$ cat config.mk
export PLATFORM = sky130hd
export DESIGN_NAME = instr_encoder
export DESIGN_NICKNAME = d
export VERILOG_FILES = /design/src/rtl/instr_enc_pkg.sv /design/src/rtl/instr_word_fmt.sv /design/src/rtl/instr_encoder.sv
export SDC_FILE = /design/constraint.sdc
export NUM_CORES = 1
export LEC_CHECK = 0
export CORE_MARGIN = 1
export CORE_UTILIZATION = 40
export DETAILED_ROUTE_END_ITERATION = 6
export PLACE_DENSITY = 0.67
export SYNTH_ARGS = -nofsm -noshare
export SYNTH_HDL_FRONTEND = slang
export SYNTH_SLANG_ARGS = --single-unit
$ cat constraint.sdc
create_clock -name clk -period 3 [get_ports clk]
set_input_delay 0.3 -clock clk [delete_from_list [all_inputs] [get_ports clk]]
set_output_delay 0.3 -clock clk [all_outputs]
set_load 0.02 [all_outputs]
$ cat src/rtl/instr_enc_pkg.sv
// Shared definitions for the instruction encoder.
//   op_t      : symbolic operation codes accepted on req_op
//   OPC_*     : 6-bit MIPS primary opcodes (same values the control decoder consumes)
//   FUNCT_*   : 6-bit SPECIAL/SPECIAL2 function codes
//   *_LSB     : bit positions of the instruction fields
//   fmt_t     : word layout selector for instr_word_fmt
//   state_t   : emission FSM states
// Optional feature macro: INSTR_ENC_MUL_EN (OP_MUL is always enumerated, but is
// only legal when the macro is defined).
package instr_enc_pkg;

    typedef enum logic [4:0] {
        OP_ADD  = 5'd0,  OP_ADDU = 5'd1,  OP_SUB  = 5'd2,  OP_AND  = 5'd3,
        OP_OR   = 5'd4,  OP_XOR  = 5'd5,  OP_NOR  = 5'd6,  OP_SLT  = 5'd7,
        OP_JR   = 5'd8,  OP_JALR = 5'd9,  OP_ADDI = 5'd10, OP_ANDI = 5'd11,
        OP_ORI  = 5'd12, OP_XORI = 5'd13, OP_LW   = 5'd14, OP_SW   = 5'd15,
        OP_BEQ  = 5'd16, OP_LUI  = 5'd17, OP_J    = 5'd18, OP_JAL  = 5'd19,
        OP_LI   = 5'd20, OP_MUL  = 5'd21
    } op_t;

    localparam logic [5:0] OPC_SPECIAL  = 6'b000000;
    localparam logic [5:0] OPC_SPECIAL2 = 6'b011100;
    localparam logic [5:0] OPC_J        = 6'b000010;
    localparam logic [5:0] OPC_JAL      = 6'b000011;
    localparam logic [5:0] OPC_BEQ      = 6'b000100;
    localparam logic [5:0] OPC_ADDI     = 6'b001000;
    localparam logic [5:0] OPC_ANDI     = 6'b001100;
    localparam logic [5:0] OPC_ORI      = 6'b001101;
    localparam logic [5:0] OPC_XORI     = 6'b001110;
    localparam logic [5:0] OPC_LUI      = 6'b001111;
    localparam logic [5:0] OPC_LW       = 6'b100011;
    localparam logic [5:0] OPC_SW       = 6'b101011;

    localparam logic [5:0] FUNCT_JR     = 6'b001000;
    localparam logic [5:0] FUNCT_JALR   = 6'b001001;
    localparam logic [5:0] FUNCT_ADD    = 6'b100000;
    localparam logic [5:0] FUNCT_ADDU   = 6'b100001;
    localparam logic [5:0] FUNCT_SUB    = 6'b100010;
    localparam logic [5:0] FUNCT_AND    = 6'b100100;
    localparam logic [5:0] FUNCT_OR     = 6'b100101;
    localparam logic [5:0] FUNCT_XOR    = 6'b100110;
    localparam logic [5:0] FUNCT_NOR    = 6'b100111;
    localparam logic [5:0] FUNCT_SLT    = 6'b101010;
    localparam logic [5:0] FUNCT_MUL    = 6'b000010;

    localparam int OPC_LSB = 26;
    localparam int RS_LSB  = 21;
    localparam int RT_LSB  = 16;
    localparam int RD_LSB  = 11;

    localparam logic [4:0] REG_ZERO = 5'd0;
    localparam logic [4:0] REG_RA   = 5'd31;

    typedef enum logic [1:0] {
        FMT_R = 2'd0,
        FMT_I = 2'd1,
        FMT_J = 2'd2
    } fmt_t;

    typedef enum logic [1:0] {
        ST_IDLE  = 2'd0,
        ST_EMIT1 = 2'd1,
        ST_EMIT2 = 2'd2
    } state_t;

endpackage

$ cat src/rtl/instr_word_fmt.sv
// Combinational field packer: builds a 32-bit MIPS word from its fields.
//   fmt    in  2   layout select (FMT_R / FMT_I / FMT_J)
//   opcode in  6   primary opcode
//   rs,rt,rd in 5  register fields (rd only used by R layout)
//   funct  in  6   function code (R layout)
//   imm    in  16  immediate (I layout)
//   target in  26  jump target (J layout)
//   word   out 32  packed instruction; shamt is always zero
module instr_word_fmt
    import instr_enc_pkg::*;
(
    input  logic [1:0]  fmt,
    input  logic [5:0]  opcode,
    input  logic [4:0]  rs,
    input  logic [4:0]  rt,
    input  logic [4:0]  rd,
    input  logic [5:0]  funct,
    input  logic [15:0] imm,
    input  logic [25:0] target,
    output logic [31:0] word
);

    logic [31:0] opc_f;

    assign opc_f = 32'(opcode) << OPC_LSB;

    always_comb begin
        word = '0;
        case (fmt)
            FMT_R:   word = opc_f | (32'(rs) << RS_LSB) | (32'(rt) << RT_LSB)
                          | (32'(rd) << RD_LSB) | 32'(funct);
            FMT_I:   word = opc_f | (32'(rs) << RS_LSB) | (32'(rt) << RT_LSB) | 32'(imm);
            FMT_J:   word = opc_f | 32'(target);
            default: word = '0;
        endcase
    end

endmodule

$ cat src/rtl/instr_encoder.sv
// Instruction encoder: turns symbolic requests into 32-bit MIPS words and
// writes them sequentially into word-addressed instruction memory. The LI
// pseudo-op expands into ADDI, LUI, or LUI+ORI.
//   clk, rst          clock, asynchronous active-high reset
//   start, base_addr  restart program at base_addr (clears count/full/err)
//   req_valid/ready   request handshake
//   req_op            operation (op_t), req_rd/rs/rt register fields
//   req_imm           immediate / offset / jump target
//   mem_we/addr/wdata instruction-memory write port (registered)
//   word_count        words written since start
//   full              the last memory address has been written
//   err               sticky: illegal op or truncated LI
// Optional feature macro: INSTR_ENC_MUL_EN enables the SPECIAL2 MUL encoding.
module instr_encoder
    import instr_enc_pkg::*;
#(
    parameter int ADDR_W = 8
) (
    input  logic              clk,
    input  logic              rst,
    input  logic              start,
    input  logic [ADDR_W-1:0] base_addr,
    input  logic              req_valid,
    output logic              req_ready,
    input  logic [4:0]        req_op,
    input  logic [4:0]        req_rd,
    input  logic [4:0]        req_rs,
    input  logic [4:0]        req_rt,
    input  logic [31:0]       req_imm,
    output logic              mem_we,
    output logic [ADDR_W-1:0] mem_addr,
    output logic [31:0]       mem_wdata,
    output logic [ADDR_W:0]   word_count,
    output logic              full,
    output logic              err
);

    localparam logic [ADDR_W-1:0] LAST_ADDR = '1;
    localparam logic [ADDR_W-1:0] PTR_ONE   = 1;
    localparam logic [ADDR_W:0]   CNT_ONE   = 1;

    state_t state, state_nx;

    logic [ADDR_W-1:0] ptr;
    logic              accept;
    logic              wr_next;   // a word is registered onto the write port this edge
    logic              set_err;

    // Second-word context for LI, captured on accept.
    logic              li_two;
    logic [4:0]        li_rt;
    logic [15:0]       li_lo;

    // Request decode
    logic              dec_legal, dec_two, imm_fits16;
    logic [1:0]        dec_fmt;
    logic [5:0]        dec_opc, dec_funct;
    logic [4:0]        dec_rs, dec_rt, dec_rd;
    logic [15:0]       dec_imm;

    // Formatter inputs / output
    logic [1:0]        f_fmt;
    logic [5:0]        f_opc, f_funct;
    logic [4:0]        f_rs, f_rt, f_rd;
    logic [15:0]       f_imm;
    logic [31:0]       f_word;

    assign req_ready  = (state == ST_IDLE) & ~full & ~start;
    assign accept     = req_valid & req_ready;
    assign imm_fits16 = (req_imm[31:15] == '0) || (req_imm[31:15] == '1);

    always_comb begin
        dec_legal = 1'b0;
        dec_two   = 1'b0;
        dec_fmt   = FMT_R;
        dec_opc   = OPC_SPECIAL;
        dec_funct = '0;
        dec_rs    = req_rs;
        dec_rt    = req_rt;
        dec_rd    = req_rd;
        dec_imm   = req_imm[15:0];
        case (req_op)
            OP_ADD:  begin dec_legal = 1'b1; dec_funct = FUNCT_ADD;  end
            OP_ADDU: begin dec_legal = 1'b1; dec_funct = FUNCT_ADDU; end
            OP_SUB:  begin dec_legal = 1'b1; dec_funct = FUNCT_SUB;  end
            OP_AND:  begin dec_legal = 1'b1; dec_funct = FUNCT_AND;  end
            OP_OR:   begin dec_legal = 1'b1; dec_funct = FUNCT_OR;   end
            OP_XOR:  begin dec_legal = 1'b1; dec_funct = FUNCT_XOR;  end
            OP_NOR:  begin dec_legal = 1'b1; dec_funct = FUNCT_NOR;  end
            OP_SLT:  begin dec_legal = 1'b1; dec_funct = FUNCT_SLT;  end
            OP_JR: begin
                dec_legal = 1'b1;
                dec_funct = FUNCT_JR;
                dec_rt    = REG_ZERO;
                dec_rd    = REG_ZERO;
            end
            OP_JALR: begin
                // Link register defaults to $ra when none is named.
                dec_legal = 1'b1;
                dec_funct = FUNCT_JALR;
                dec_rt    = REG_ZERO;
                dec_rd    = (req_rd == REG_ZERO) ? REG_RA : req_rd;
            end
            OP_ADDI: begin dec_legal = 1'b1; dec_fmt = FMT_I; dec_opc = OPC_ADDI; end
            OP_ANDI: begin dec_legal = 1'b1; dec_fmt = FMT_I; dec_opc = OPC_ANDI; end
            OP_ORI:  begin dec_legal = 1'b1; dec_fmt = FMT_I; dec_opc = OPC_ORI;  end
            OP_XORI: begin dec_legal = 1'b1; dec_fmt = FMT_I; dec_opc = OPC_XORI; end
            OP_LW:   begin dec_legal = 1'b1; dec_fmt = FMT_I; dec_opc = OPC_LW;   end
            OP_SW:   begin dec_legal = 1'b1; dec_fmt = FMT_I; dec_opc = OPC_SW;   end
            OP_BEQ:  begin dec_legal = 1'b1; dec_fmt = FMT_I; dec_opc = OPC_BEQ;  end
            OP_LUI: begin
                dec_legal = 1'b1;
                dec_fmt   = FMT_I;
                dec_opc   = OPC_LUI;
                dec_rs    = REG_ZERO;
            end
            OP_J:    begin dec_legal = 1'b1; dec_fmt = FMT_J; dec_opc = OPC_J;   end
            OP_JAL:  begin dec_legal = 1'b1; dec_fmt = FMT_J; dec_opc = OPC_JAL; end
            OP_LI: begin
                // Short form ADDI rt,$0,imm when it sign-extends back; else LUI
                // first and an ORI only if the low half carries bits.
                dec_legal = 1'b1;
                dec_fmt   = FMT_I;
                dec_rs    = REG_ZERO;
                if (imm_fits16) begin
                    dec_opc = OPC_ADDI;
                end else begin
                    dec_opc = OPC_LUI;
                    dec_imm = req_imm[31:16];
                    dec_two = (req_imm[15:0] != 16'h0);
                end
            end
`ifdef INSTR_ENC_MUL_EN
            OP_MUL:  begin dec_legal = 1'b1; dec_opc = OPC_SPECIAL2; dec_funct = FUNCT_MUL; end
`endif
            default: ;
        endcase
    end

    // The single formatter serves the request decode in IDLE and the
    // ORI rt,rt,lo follow-up while in EMIT1.
    always_comb begin
        if (state == ST_EMIT1) begin
            f_fmt   = FMT_I;
            f_opc   = OPC_ORI;
            f_funct = '0;
            f_rs    = li_rt;
            f_rt    = li_rt;
            f_rd    = REG_ZERO;
            f_imm   = li_lo;
        end else begin
            f_fmt   = dec_fmt;
            f_opc   = dec_opc;
            f_funct = dec_funct;
            f_rs    = dec_rs;
            f_rt    = dec_rt;
            f_rd    = dec_rd;
            f_imm   = dec_imm;
        end
    end

    instr_word_fmt u_fmt (
        .fmt    (f_fmt),
        .opcode (f_opc),
        .rs     (f_rs),
        .rt     (f_rt),
        .rd     (f_rd),
        .funct  (f_funct),
        .imm    (f_imm),
        .target (req_imm[25:0]),
        .word   (f_word)
    );

    // State register
    always_ff @(posedge clk or posedge rst) begin
        if (rst) state <= ST_IDLE;
        else     state <= state_nx;
    end

    // Next state. The LI follow-up is skipped when the first word filled
    // the last slot (full is already set by then).
    always_comb begin
        state_nx = state;
        if (start) begin
            state_nx = ST_IDLE;
        end else begin
            case (state)
                ST_IDLE:  if (accept && dec_legal) state_nx = ST_EMIT1;
                ST_EMIT1: state_nx = (li_two && !full) ? ST_EMIT2 : ST_IDLE;
                ST_EMIT2: state_nx = ST_IDLE;
                default:  state_nx = ST_IDLE;
            endcase
        end
    end

    // Outputs: the write port is registered, so the word for the next
    // state is launched from the current one.
    always_comb begin
        wr_next = 1'b0;
        set_err = 1'b0;
        if (!start) begin
            case (state)
                ST_IDLE: if (accept) begin
                    wr_next = dec_legal;
                    set_err = !dec_legal || (dec_two && ptr == LAST_ADDR);
                end
                ST_EMIT1: wr_next = li_two && !full;
                default: ;
            endcase
        end
    end

    always_ff @(posedge clk or posedge rst) begin
        if (rst) begin
            mem_we     <= 1'b0;
            mem_addr   <= '0;
            mem_wdata  <= '0;
            word_count <= '0;
            full       <= 1'b0;
            err        <= 1'b0;
            ptr        <= '0;
            li_two     <= 1'b0;
            li_rt      <= '0;
            li_lo      <= '0;
        end else if (start) begin
            mem_we     <= 1'b0;
            word_count <= '0;
            full       <= 1'b0;
            err        <= 1'b0;
            ptr        <= base_addr;
            li_two     <= 1'b0;
        end else begin
            mem_we <= wr_next;
            if (set_err) err <= 1'b1;
            if (wr_next) begin
                mem_addr   <= ptr;
                mem_wdata  <= f_word;
                word_count <= word_count + CNT_ONE;
                // Pointer parks on the last address; full blocks further requests.
                if (ptr == LAST_ADDR) full <= 1'b1;
                else                  ptr  <= ptr + PTR_ONE;
            end
            if (accept) begin
                li_two <= dec_two;
                li_rt  <= req_rt;
                li_lo  <= req_imm[15:0];
            end
        end
    end

endmodule

==> results by group, run 1 <==
Run status
  – Status: complete, no violations

Setup path
  – Worst EP required: approximately 3200 ps
  – Startpoint Class: primary input
  – Worst R2R Start: full$_DFFE_PP0P_
  – Worst-path maximum fanout: 11
  – Worst reg-to-reg path cell count: 6
  – Crit path kind: in2reg
  – Reg2reg setup slack: about 760 ps
  – Endpoint type of the worst setup path: flip-flop
  – Crit Reg-Reg Endpoint: mem_wdata[5]$_DFFE_PP0P_
  – Crit. Startpoint: req_imm[19]
  – Arr. time, crit path: roughly 2500 ps

STA
  – Fin crit period: between 2000 and 2500 ps
  – Final Skew: between 5 and 6 ps
  – Unrepaired setup endpoints after global routing: false
  – Max Transition Viols Final: 0
  – Setup TNS: 0 ps
  – Worst-Margin Slew: 769 ps
  – Max transition margin: approximately half
  – Setup Viol. Count Final: 0
  – Hold Violations, Final: 0
  – Fin crit share: between 70% and 80%
  – Highest clock rate: 433 MHz

Clocking
  – Num Clock Sinks: 83
  – Post-CTS setup buffers: 0
  – Worst-Skew Late Latency: ~330 ps
  – H-tree depth: 3
  – Hold Buf Count CTS: 0
  – Num CTS Buffers: 9
  – Number of gates resized after CTS: 0
  – Worst-path clk slew: around 60 ps
  – CTS tree: yes
  – Clock buffer depth: 2
  – Root buf cell: clkbuf_16

Routing
  – Routed len/inst: approximately 18 µm
  – Drt drc: 0
  – Vias: 4194
  – Final wirelength: ~13 mm
  – TritonRoute pass-1 iters: 4
  – Antenna-violating nets left: 0
  – DR iter-0 viols: 250
  – DR vias/cell: about 5.7

Synthesis
  – Post-synth ARST share: 100%
  – Sequential-to-total area share from yosys stat: around 45%
  – Synth area leader: dfrtp_1
  – Syn nets: 550
  – Cells after Synth: slightly below 500
  – Yosys warns: 0
  – Share of the synthesized area in the top cell type: between 40% and 50%
  – Post-Synthesis Cell Area: roughly 4600 µm²
  – Yosys cell types: 60
  – Area contributors post-synth: dfrtp_1 (45%), nand2_1 (5.6%), nor2_1 (5.2%), mux2_2 (5.2%), a221o_1 (4.4%)
  – Predominant post-synthesis flop cell: dfrtp_1
  – Post-synth EDFFs: 0
  – #FFs+latches synth: just over 80
  – Synthesized area per cell: ~9.5 µm²

GRT
  – Vias in the first global route: just over 4000
  – Initial antenna violation count: 0
  – First-pass GRT wire length: about 21 mm
  – Tot GR Track Use: 22.8%
  – Largest net degree at the start of global routing: 63
  – Gr ovfl total: 0

Finish
  – Share of cells above drive strength 1: between 10% and 20%
  – Synthesis-to-layout area growth: 36.1%
  – Most frequent cells in the layout: clkdlybuf4s50_1 (115), dfrtp_1 (83), nand2_1 (69)
  – Diodes inserted: 0
  – Core Util, Final: 56.8%
  – Total Nets Final: between 600 and 700
  – Commonest non-fill, non-tap cell in the layout: clkdlybuf4s50_1

Power
  – Sequential share of power: around two fifths
  – Sw power: between 1 and 1.5 mW
  – Gate power share: between 20% and 30%
  – Worst vdd ir: a little over 300 µV
  – Pwr dens: approximately 600 nW/µm²
  – Switching share of total power: about 29%
  – Clock Power Share: 34.4%
  – Int Power: roughly 2.6 mW
  – Leakage: 2.66 nW

Place
  – DP HPWL: approximately 9.4 mm
  – GP Congestion: ~0.91
  – Buffers added on ports: approximately 120

Die
  – Core box area: about 11000 µm²
  – Die ar.: about 12000 µm²
  – IO Pins: approximately 120
  – Die height: approximately 110 µm
  – Std-Cell Rows: 38
  – Die width: 109 µm
  – Starting density of the core: about two fifths

Min path
  – Hold Crit Class: in2async

Flow run
  – Max-Cap Viols: 0
-- cell families after synthesis --
logic type / share of synthesized area, %
fa+ha+maj: 0.545
mux: 9.30
flops: 45.3
other cells: 0.0818
compound gates: 16.5
buf+inv: 4.23
simple gates: 21.4
xor+xnor: 2.67
-- through the flow --
stage	area, µm²	hold WS (ps)	power, mW	std cells	worst slack, ps
after detailed placement	5910	473	2.41	722	417
after global routing	6240	328	3.80	736	544
final	6240	286	3.64	736	690
after floorplan	4590	419	1.92	484	563
after CTS	6240	299	3.66	736	753
after global placement	5910	462	2.39	722	466
-- how the worst max path moves through the flow --
stage | end | cells past startpoint
6_report | mem_wdata[13]$_DFFE_PP0P_ | 7
5_1_grt | err$_DFFE_PP0P_ | 7
4_1_cts | mem_wdata[5]$_DFFE_PP0P_ | 6
3_5_place_dp | mem_wdata[13]$_DFFE_PP0P_ | 8
3_3_place_gp | err$_DFFE_PP0P_ | 7
2_1_floorplan | err$_DFFE_PP0P_ | 1
-- area by class of cell --
type	count	area, µm²
clock buffer	9	225
clock inverter	5	104
fill	980	4740
inverter	5	20.0
multi-input combinational	362	2320
sequential	83	2080
tap	140	175
timing repair buffer	132	1320
-- sequential cells by signal, summed over array words and instances, names as in the netlist --
name / flops
mem_wdata: 31
li_lo: 16
word_count: 9
mem_addr: 8
ptr: 8
li_rt: 5
state: 2
err: 1
full: 1
li_two: 1
mem_we: 1
-- cell usage after synthesis, types with 3 or more instances --
library cell  number
nor3b_1            5
and3_1             7
nor2b_1            4
xnor2_1           11
a41oi_1            3
clkbuf_1          17
dfrtp_1           83
buf_2             11
a21oi_1           12
buf_6              3
buf_4              3
mux2i_1           19
inv_1              4
o21ai_1            3
nand4_1            6
nor2_1            64
nand2_1           69
o21ai_0           31
mux2_2            21
nor3_1            11
o221ai_1          10
a221oi_1           5
a221o_1           20
nand2b_1           5
xor2_1             3
nor4_1             9
nand3_1            4
or2_2              3
-- worst max-delay path, cell delays in order --
cell             delay (ps)
clkdlybuf4s50_1         490
nor4_1                  600
nand4_1                 280
a2bb2oi_2               220
buf_4                   240
mux2i_1                 100
a221o_1                 300
-- layer usage --
layer / vias to the layer above / GRT usage (%) / wire (µm)
met5: - / 0 / 0
met4: 0 / 7.82 / 216
met3: 17 / 4.84 / 1040
met2: 164 / 36.4 / 5860
met1: 2037 / 30.5 / 5790
li1: 1976 / - / -
-- power by group through the flow --
stage	registers (mW)	clock network [mW]	logic (mW)
4_1_cts	1.43	1.27	0.964
3_3_place_gp	1.45	0	0.950
5_1_grt	1.46	1.31	1.04
2_1_floorplan	1.58	0	0.341
6_report	1.43	1.25	0.956
3_5_place_dp	1.45	0	0.961
No activity file was read; power rests on OpenSTA's default activity.
==> inputs of run 2 (changes only) <==
Clock period 3 ns to 2.13 ns, I/O delays scaled along.
==> run 2 against run 1 <==
  * Non-clock buffer count is 42 higher
  * Critical path depth is 2 lower
  * Final cell count is 5.8% higher
  * Total power is 37% higher
  * Combinational power is 49% higher
  * Sequential share of layout area is 1.7 points lower
  * Global-route usage is 1.2 points higher
  * Via count is 3.7% higher
  * Clock skew is 1.4 ps lower
  * First-iteration DRC count is 14% lower
==> results by group, run 2 (synthesis results as in run 1) <==
STA
  – Unrepaired setup endpoints after global routing: false
  – Highest clock rate: about 500 MHz
  – Fin crit share: a little over nine tenths
  – Setup Viol. Count Final: 0 (unchanged)
  – Setup slack after layout: 118 ps (-572 ps)
  – Max transition margin: 63.8% (+15 points)
  – Max Transition Viols Final: 0 (unchanged)
  – Final Skew: 4.34 ps (-1.42 ps)
  – Worst-Margin Slew: 539 ps (-230 ps)
  – Hold Violations, Final: 0 (unchanged)
  – Final hold slack: 323 ps (+37.0 ps)
  – Fin crit period: about 2000 ps

Place
  – DP HPWL: 9.63 mm (+2.7%)
  – GP Congestion: 0.877 (-3.6%)
  – Buffers added on ports: 115 (unchanged)
  – Place WS: -204 ps (-621 ps)

GRT
  – Vias in the first global route: 4225 (+4.9%)
  – Largest net degree at the start of global routing: 84 (+33%)
  – Tot GR Track Use: 24.0% (+1.2 points)
  – Initial antenna violation count: 0 (unchanged)
  – First-pass GRT wire length: 21.8 mm (+5.6%)
  – Gr ovfl total: 0 (unchanged)

Finish
  – Most frequent cells in the layout: clkdlybuf4s50_1 (114), dfrtp_1 (83), nand2_1 (69)
  – Reg with most FFs: mem_wdata
  – Diodes inserted: 0 (unchanged)
  – Total Nets Final: 701 (+6.4%)
  – Share of cells above drive strength 1: 17.2% (+6.0 points)
  – Top flop regs: mem_wdata: 31 flops, li_lo: 16 flops, word_count: 9 flops
  – Max FFs per register: 31 (unchanged)
  – Synthesis-to-layout area growth: 43.5%
  – Commonest non-fill, non-tap cell in the layout: clkdlybuf4s50_1

Setup path
  – Reg2reg setup slack: 120 ps (-640 ps)
  – Worst reg-to-reg path cell count: 5 (-1)
  – Worst-path maximum fanout: 15 (+4)
  – Crit. Startpoint: state[1]$_DFFE_PP0P_
  – Worst R2R Start: state[1]$_DFFE_PP0P_
  – Crit Reg-Reg Endpoint: mem_wdata[12]$_DFFE_PP0P_
  – Startpoint Class: flip-flop
  – Arr. time, crit path: 2240 ps (-280 ps)
  – Crit path kind: reg2reg
  – Worst EP required: 2360 ps (-860 ps)
  – Critical Path End: mem_wdata[12]$_DFFE_PP0P_
  – Endpoint type of the worst setup path: flip-flop

Die
  – Die height: 109 µm (unchanged)
  – Die ar.: 11900 µm² (unchanged)
  – Die width: 109 µm (unchanged)
  – Starting density of the core: 41.8% (unchanged)
  – Core box area: 11000 µm² (unchanged)
  – IO Pins: 117 (unchanged)
  – Std-Cell Rows: 38 (unchanged)

Run status
  – Status: complete, no violations

Routing
  – Vias: 4350 (+3.7%)
  – DR vias/cell: 5.58 (-2.0%)
  – Drt drc: 0 (unchanged)
  – Antenna-violating nets left: 0 (unchanged)
  – Final wirelength: 13.5 mm (+5.0%)
  – Routed len/inst: 17.4 µm (-0.79%)
  – DR iter-0 viols: 215 (-14%)
  – TritonRoute pass-1 iters: 4 (unchanged)

Flow run
  – Max-Cap Viols: 0 (unchanged)

Power
  – Worst vdd ir: 479 µV (+54%)
  – Total power draw: 4.97 mW (+37%)
  – Leakage: 2.86 nW (+7.9%)
  – Pwr dens: 755 nW/µm² (+30%)

Clocking
  – H-tree depth: 3 (unchanged)
  – Clock buffer depth: 2 (unchanged)
  – Root buf cell: clkbuf_16
  – Num CTS Buffers: 9 (unchanged)
  – Num Clock Sinks: 83 (unchanged)
  – Worst-Skew Late Latency: 350 ps (+20 ps)
  – Worst-path clk slew: 60 ps (about the same)
  – CTS tree: yes
  – Post-CTS setup buffers: 0 (unchanged)

Min path
  – Hold Crit Class: in2async
==> run 2: cell count changes in the layout (fill, tap and decap cells not counted) <==
cell and change:
buf_12 +5, buf_4 +37, bufinv_16 -3, clkbuf_8 +3, clkdlybuf4s50_1 -1, clkinv_2 -1
clkinv_4 -1, clkinvlp_4 +2, dlygate4sd2_1 +1, inv_6 +1
==> run 2: critical path: stages (launching register included) <==
cell	delay (ps)
dfrtp_1	450
nor4_4	380
a41oi_4	160
or2_2	370
buf_12	170
a221o_1	350
==> run 2: per-stage QoR <==
step | instances | instance area [µm²] | TNS, ps | utilization (%)
after floorplan | 484 | 4590 | 0 | -
after global placement | 764 | 6290 | -4290 | 57.3
after detailed placement | 764 | 6290 | -4720 | 57.3
after CTS | 779 | 6580 | 0 | 59.9
after global routing | 779 | 6580 | 0 | 59.9
final | 779 | 6580 | 0 | 59.9
==> run 2: routing by layer <==
layer | part of all wire, % | vias to the layer above | GRT usage [%]
met4 | 1.8 | 0 | 8.30
met1 | 45 | 2118 | 31.7
met3 | 7.0 | 21 | 6.10
li1 | - | 2063 | -
met2 | 46 | 148 | 38.1
met5 | 0 | - | 0
==> run 2: report_power, final <==
| group | internal [mW] | switching (mW) | total (mW) |
|---|---|---|---|
| clock | 0.882 | 0.659 | 1.54 |
| combinational | 0.734 | 0.686 | 1.42 |
| sequential | 1.84 | 0.166 | 2.01 |
| total | 3.46 | 1.51 | 4.97 |
==> run 2: timing repair <==
action / CTS / global route
setup endpoints to repair: 1 / 0
gates resized for setup: 1 / 0
hold buffers: 0 / 0
==> run 2: area by class of cell <==
cell class / count / area (µm²)
Sequential cell: 83 / 2080
Timing Repair Buffer: 174 / 1690
Tap cell: 140 / 175
Clock buffer: 12 / 267
Clock inverter: 3 / 21.3
Inverter: 5 / 22.5
Fill cell: 937 / 4400
Multi-Input combinational cell: 362 / 2320
==> run 2: worst min path at each step <==
stage | from | end | slack [ps] | cells past startpoint
final | rst | word_count[6]$_DFFE_PP0P_ | 320 | 3
after global routing | rst | mem_wdata[29]$_DFFE_PP0P_ | 390 | 3
after CTS | rst | mem_wdata[29]$_DFFE_PP0P_ | 370 | 3
after detailed placement | mem_addr[3]$_DFFE_PP0P_ | mem_addr[3]$_DFFE_PP0P_ | 460 | 2
after global placement | mem_wdata[23]$_DFFE_PP0P_ | mem_wdata[23]$_DFFE_PP0P_ | 460 | 2
after floorplan | base_addr[6] | ptr[6]$_DFFE_PP0P_ | 330 | 2
